<file path="src/rtl/apb_slave_mem_if.sv">
// apb_slave_mem_if: APB3 bus bundle between a requester (master) and apb_slave_mem (slave)
// Signals: PSEL/PENABLE/PWRITE/PADDR/PWDATA driven by the master; PRDATA/PREADY/PSLVERR driven by the slave
interface apb_slave_mem_if #(
  parameter int ADDR_WIDTH = 13,
  parameter int DATA_WIDTH = 32
);
  logic                  PSEL;
  logic                  PENABLE;
  logic                  PWRITE;
  logic [ADDR_WIDTH-1:0] PADDR;
  logic [DATA_WIDTH-1:0] PWDATA;
  logic [DATA_WIDTH-1:0] PRDATA;
  logic                  PREADY;
  logic                  PSLVERR;
  modport master (output PSEL, PENABLE, PWRITE, PADDR, PWDATA, input PRDATA, PREADY, PSLVERR);
  modport slave (input PSEL, PENABLE, PWRITE, PADDR, PWDATA, output PRDATA, PREADY, PSLVERR);
endinterface

</file>
<file path="src/rtl/apb_slave_mem.sv">
// apb_slave_mem: APB3 completer backed by a flop word memory with WAIT_STATES wait cycles and PSLVERR on bad addresses
// Ports: PCLK clock; PRESETn async active-low reset; bus = APB slave modport (PSEL, PENABLE, PWRITE, PADDR, PWDATA in; PRDATA, PREADY, PSLVERR out)
module apb_slave_mem #(
  parameter int ADDR_WIDTH  = 13,
  parameter int DATA_WIDTH  = 32,
  parameter int MEM_WORDS   = 64,
  parameter int WAIT_STATES = 1
) (
  input logic PCLK,
  input logic PRESETn,
  apb_slave_mem_if.slave bus
);
  localparam int SH = $clog2(DATA_WIDTH / 8);
  localparam int IW = MEM_WORDS > 1 ? $clog2(MEM_WORDS) : 1;
  localparam logic [ADDR_WIDTH-1:0] LOW_MASK = ADDR_WIDTH'((1 << SH) - 1);
  localparam logic [ADDR_WIDTH:0] WORDS = (ADDR_WIDTH + 1)'(MEM_WORDS);
  localparam logic [2:0] WS = 3'(WAIT_STATES);
  typedef enum logic {IDLE, ACCESS} state_t;
  state_t state, state_nx;
  logic [2:0] cnt;
  logic ready, write_l, err_l, setup, dec_err, we;
  logic [IW-1:0] idx_l;
  logic [ADDR_WIDTH-1:0] widx;
  logic [DATA_WIDTH-1:0] wdata_l;
  logic [DATA_WIDTH-1:0] mem [MEM_WORDS];
  assign setup = bus.PSEL && !bus.PENABLE;
  assign widx = bus.PADDR >> SH;
  assign dec_err = (|(bus.PADDR & LOW_MASK)) || ({1'b0, widx} >= WORDS);
  // commit only on a genuine completion edge; an aborted or erroneous write never reaches memory
  assign we = state == ACCESS && ready && bus.PSEL && bus.PENABLE && write_l && !err_l;
  always_ff @(posedge PCLK or negedge PRESETn)
    if (!PRESETn) state <= IDLE;
    else state <= state_nx;
  always_comb
    state_nx = (state == IDLE) ? (setup ? ACCESS : IDLE) : ((!bus.PSEL || ready) ? IDLE : ACCESS);
  always_ff @(posedge PCLK or negedge PRESETn)
    if (!PRESETn) begin
      cnt     <= '0;
      ready   <= 1'b0;
      write_l <= 1'b0;
      err_l   <= 1'b0;
      idx_l   <= '0;
      wdata_l <= '0;
    end else if (state == IDLE) begin
      ready <= setup && WS == 3'd0;
      if (setup) begin
        cnt     <= WS;
        write_l <= bus.PWRITE;
        err_l   <= dec_err;
        idx_l   <= widx[IW-1:0];
        wdata_l <= bus.PWDATA;
      end
    end else if (!bus.PSEL || ready) begin
      cnt   <= '0;
      ready <= 1'b0;
    end else if (cnt != 3'd0) begin
      cnt   <= cnt - 3'd1;
      ready <= cnt == 3'd1;
    end
  always_ff @(posedge PCLK or negedge PRESETn)
    if (!PRESETn) for (int i = 0; i < MEM_WORDS; i++) mem[i] <= '0;
    else if (we) mem[idx_l] <= wdata_l;
  // outputs are decoded from registered state so reset clears them without waiting for a clock
  always_comb begin
    bus.PREADY  = ready;
    bus.PSLVERR = ready && err_l;
    bus.PRDATA  = (ready && !write_l && !err_l) ? mem[idx_l] : '0;
  end
endmodule
</file>
<file path="src/flat_wrapper.sv">
// flat-port wrapper written by rule: the top's interface ports become plain ports
module apb_slave_mem_flat 
#(
  parameter int ADDR_WIDTH  = 13,
  parameter int DATA_WIDTH  = 32,
  parameter int MEM_WORDS   = 64,
  parameter int WAIT_STATES = 1
)
  (PCLK, PRESETn, bus_PSEL, bus_PENABLE, bus_PWRITE, bus_PADDR, bus_PWDATA, bus_PRDATA, bus_PREADY, bus_PSLVERR);
  apb_slave_mem_if #(.ADDR_WIDTH(ADDR_WIDTH), .DATA_WIDTH(DATA_WIDTH)) bus_i ();
  input logic PCLK;
  input logic PRESETn;
  input wire logic [$bits(bus_i.PSEL)-1:0] bus_PSEL;
  input wire logic [$bits(bus_i.PENABLE)-1:0] bus_PENABLE;
  input wire logic [$bits(bus_i.PWRITE)-1:0] bus_PWRITE;
  input wire logic [$bits(bus_i.PADDR)-1:0] bus_PADDR;
  input wire logic [$bits(bus_i.PWDATA)-1:0] bus_PWDATA;
  output wire logic [$bits(bus_i.PRDATA)-1:0] bus_PRDATA;
  output wire logic [$bits(bus_i.PREADY)-1:0] bus_PREADY;
  output wire logic [$bits(bus_i.PSLVERR)-1:0] bus_PSLVERR;
  assign bus_i.PSEL = bus_PSEL;
  assign bus_i.PENABLE = bus_PENABLE;
  assign bus_i.PWRITE = bus_PWRITE;
  assign bus_i.PADDR = bus_PADDR;
  assign bus_i.PWDATA = bus_PWDATA;
  assign bus_PRDATA = bus_i.PRDATA;
  assign bus_PREADY = bus_i.PREADY;
  assign bus_PSLVERR = bus_i.PSLVERR;
  apb_slave_mem #(.ADDR_WIDTH(ADDR_WIDTH), .DATA_WIDTH(DATA_WIDTH), .MEM_WORDS(MEM_WORDS), .WAIT_STATES(WAIT_STATES)) u_core (.PCLK(PCLK), .PRESETn(PRESETn), .bus(bus_i));
endmodule
</file>
<file path="config.mk">
export PLATFORM = sky130hd
export DESIGN_NAME = apb_slave_mem_flat
export DESIGN_NICKNAME = d
export VERILOG_FILES = /design/src/rtl/apb_slave_mem_if.sv /design/src/rtl/apb_slave_mem.sv /design/src/flat_wrapper.sv
export SDC_FILE = /design/constraint.sdc
export NUM_CORES = 2
export LEC_CHECK = 0
export ABC_AREA = 0
export CAP_MARGIN = 20
export CORE_MARGIN = 2
export CORE_UTILIZATION = 25
export CTS_CLUSTER_SIZE = 16
export DETAILED_ROUTE_END_ITERATION = 10
export SYNTH_ARGS = -nofsm -noshare
export SYNTH_HDL_FRONTEND = slang
export SYNTH_SLANG_ARGS = --single-unit
</file>
<file path="constraint.sdc">
create_clock -name PCLK -period 2.41 [get_ports PCLK]
set_clock_uncertainty 0.15 [all_clocks]
set_input_delay 0.3615 -clock PCLK [delete_from_list [all_inputs] [get_ports PCLK]]
set_output_delay 0.3615 -clock PCLK [all_outputs]
set_load 0.01 [all_outputs]
</file>
==> summary.md <==
| Metric | Value |
|---|---|
| Fillers | `between 30,000 and 40,000` |
| Fmax | `between 200 and 250 MHz` |
| Fin. Hold Viols | `0` |
| RR Startpoint | `u_core.idx_l[0]$_DFFE_PN0P_` |
| CTS tree | `built` |
| Met2 Track Usage GR | `between 20 and 30%` |
| Largest cells by area after synthesis | `dfrtp_1 (56%), mux2_2 (22%), a221oi_1 (5.5%)` |
| Reg2reg end | `u_core.mem[368]$_DFFE_PN0P_` |
| Sw Share | `30.6%` |
| Final setup fails | `2,081` |
| Starting Density | `25.1%` |
| Critical path class | `flip-flop to output pin` |
| Yosys warns | `0` |
| Core area | `between 300,000 and 400,000 sq um` |
| Post-synthesis async set-or-reset flop share | `between 90% and 100%` |
| WP data arrival | `3.78 ns` |
| Gate power share | `20.5%` |
| Critical path fanouts, max | `7` |
| Synth area leader | `dfrtp_1` |
| Inserted Clock Buffers | `224` |
| Finished Layout Cells | `12,500` |
| FF+latch count, synth | `between 2,000 and 2,500` |
| Most used DFF post-synth | `dfrtp_1` |
| Die W | `between 600 and 700 um` |
| Area share of the largest cell type after synthesis | `between 50 and 60%` |
| Post-synthesis cell type count | `64` |
| CP Capture Type | `output pin` |
| Sequential cell area fraction in the yosys report | `55.9%` |
| Slew Limit Fails | `0` |
| Req. time, crit path | `1.90 ns` |
| Gr busiest metal | `met2` |
| Crit path from | `u_core.idx_l[0]$_DFFE_PN0P_` |
| DRC viols | `0` |
| Htree depth | `4` |
| Failing checks | `setup timing` |
| Internal Pwr Total | `63.0 mW` |
| Initial antenna violation count | `26` |
| Nets@finish | `7,414` |
| Seq pwr share | `40.4%` |
| Worst-margin pin slew | `between 1 and 1.5 ns` |
| Flop2flop setup slack | `-0.68 ns` |
| Power Dens Cells | `745 nW/um^2` |
| Synth-to-Final Area Change | `30.0%` |
| Clk_lat worst skew | `0.93 ns` |
| Wire length per cell | `between 20 and 30 um` |
| GRT met3 Usage | `3.20%` |
| Vias post-DR | `between 60,000 and 70,000` |
| CP Capture Point | `bus_PRDATA[6]` |
| Sink Count | `2,093` |
| R2r worst-path depth | `13` |
| GP Congestion | `approximately 0.92` |
| Fraction of layout cells with a size suffix above 1 | `between 50% and 60%` |
| Via density | `5.27` |
| Sw power | `27.7 mW` |
| Lkg Pwr | `56.5 nW` |
| Rel. slew slack | `21.3%` |
| Clk Tree Root Cell | `clkbuf_16` |
| Mapped Cells | `6,747` |
| Worst Hold Class | `input port to flip-flop` |
| Worst IR Drop VDD | `0.620 mV` |
| Clk pin slew, worst setup/hold paths | `0.06 ns` |
| Setup crit start kind | `flip-flop` |
| Drt first pass iters | `5` |
| Placed Cells | `12,000` |
| Syn_area_per_cell | `approximately 14 sq um` |
| Number of flops mapped to enable cells by yosys | `0` |
| Status | `complete, but fails checks` |
| Ports | `84` |
| I/O Buffers | `83` |
| Die span in y | `616 um` |
| Met1 usage | `23.0%` |
| All-layer global routing usage | `17.4%` |
| Congestion Overflow GR | `0` |
| Final wirelength | `347 mm` |
| Mapped cell area | `around 94,000 sq um` |
| Num rows | `224` |
| Die area | `379,000 sq um` |
| Pin count of the biggest net entering global routing | `119` |
| First DRT Iteration DRCs | `just under 7,000` |
| Max Root-Sink Buffers | `4` |
| First-pass GRT wire length | `between 400 and 500 mm` |
| Worst setup margin | `-1.88 ns` |
| Number of global-route vias before repair | `just under 70,000` |
| Final min period | `4.29 ns` |
| Antenna-violating nets left | `0` |
| RSZ-0062 raised after global routing | `yes` |
| Part of the cycle the worst path needs | `178%` |
| Final Total Pwr | `90.7 mW` |
| Syn nets | `6,800` |
| Post-place setup slack | `-1.75 ns` |
| Clock power share | `39.1%` |
| DP Wirelength | `about 220 mm` |
| Max Cap Viol | `0` |
## layout by cell type, fill, tap and decap left out, drive strengths merged, types with 16 or more instances in the layout
master,n
a31oi,17
clkbuf,340
mux4,87
o22ai,119
a221o,26
dfrtp,2093
nor3,19
a22oi,96
o22a,31
mux2i,134
a21oi,23
mux2,2096
clkdlybuf4s50,50
o21ai,133
a221oi,593
nor2,223
buf,1026
clkinv,46
nand4,18
bufinv,19
o31a,28
a22o,23
o221ai,18
nand2,128
nand3,16
dlygate4sd3,27
## power groups by stage
stage	logic (mW)	registers, mW	clock network, mW
global route	19.2	36.6	37.5
global placement	14.8	37.2	0
CTS	16.9	36.6	36.0
finish	18.6	36.6	35.5
detailed placement	14.9	37.3	0
floorplan	6.58	36.0	0
## metal layers
| metal | vias to the layer above | share of wire [%] |
|---|---|---|
| met4 | 2 | 5.3 |
| met1 | 35600 | 41 |
| met3 | 726 | 7.7 |
| met5 | - | 0.0029 |
| met2 | 2886 | 46 |
| li1 | 26700 | - |
## worst max-delay path: stages (launching register included)
cell and delay, ns:
dfrtp_4 0.55, buf_8 0.18, and2_4 0.24, buf_12 0.19, buf_4 0.17, a221oi_1 0.35, o22ai_1 0.14, a221o_1 0.42
o31a_1 0.41, buf_2 0.17
## metrics by stage
stage | instance area, sq um | hold WS [ns] | util (%) | TNS [ns]
finish | 122000 | 0.0479 | 32.7 | -844.61
global route | 122000 | 0.0511 | 32.7 | -898.96
CTS | 119000 | 0.00172 | 32.0 | -701.76
detailed placement | 108000 | 0.174 | 29.0 | -774.08
global placement | 108000 | 0.173 | 29.0 | -757.31
floorplan | 93900 | -0.0841 | - | -0.757
## kinds of logic after synthesis
kind of cell | after synthesis | synth area share, %
fa+ha+maj | 3 | 0.0401
mux | 2317 | 28.7
buf+inv | 757 | 3.59
simple gates | 434 | 2.07
flops | 2093 | 55.9
compound gates | 1143 | 9.64
## synthesized netlist by cell type, drive strengths merged, types with 2 or more instances
cell type,number
o22ai,119
o21ai,133
dfrtp,2093
nor2b,7
o2111ai,3
mux2i,134
o32ai,3
mux4,87
nor3,19
o21a,3
a2111oi,4
a21oi,23
ha,3
and3,2
a22oi,96
o31a,28
a221o,26
nand2b,3
a311oi,2
buf,376
o31ai,2
nand3,16
nor2,223
a32oi,13
nand2,128
nand4,18
and2,5
a31oi,17
a22o,23
mux2,2096
o221ai,18
o22a,31
nor3b,3
or2,4
clkbuf,373
inv,8
a221oi,593
## area by class of cell
type / instances / area (sq um) / area share, %
Antenna cell: 8 / 20.0 / 0.0164
Clock buffer: 314 / 6470 / 5.32
Clock inverter: 76 / 973 / 0.799
Inverter: 8 / 60.1 / 0.0493
Multi-Input combinational cell: 3898 / 41700 / 34.3
Sequential cell: 2093 / 52400 / 43.1
Tap cell: 4972 / 6220 / 5.11
Timing Repair Buffer: 1136 / 13900 / 11.4
## worst min path at each step
stage / start / cells after the start / endpoint
6_report: bus_PWDATA[6] / 2 / u_core.wdata_l[6]$_DFFE_PN0P_
5_1_grt: bus_PADDR[6] / 2 / u_core.idx_l[4]$_DFFE_PN0P_
4_1_cts: bus_PADDR[6] / 2 / u_core.idx_l[4]$_DFFE_PN0P_
3_5_place_dp: PRESETn / 1 / u_core.wdata_l[20]$_DFFE_PN0P_
3_3_place_gp: PRESETn / 1 / u_core.wdata_l[20]$_DFFE_PN0P_
2_1_floorplan: PRESETn / 0 / u_core.bus.PREADY$_DFFE_PN0P_
## state kept, by name, indices dropped and copies added (netlist names)
register,flops
u_core.mem,2048
u_core.idx_l,6
u_core.cnt,3
u_core.write_l,1
u_core.wdata_l,32
u_core.err_l,1
u_core.bus.PREADY,1
u_core.state,1
## timing repair
action                                  4_1_cts  5_1_grt
gates cloned                                 17       27
hold buffers                                 28        0
pin swaps                                   141      175
hold endpoints to repair                   1791        0
setup buffers                                71       47
resized for setup                           642      354
endpoints found under the setup margin     2072     2082
No activity file was read; power rests on OpenSTA's default activity.
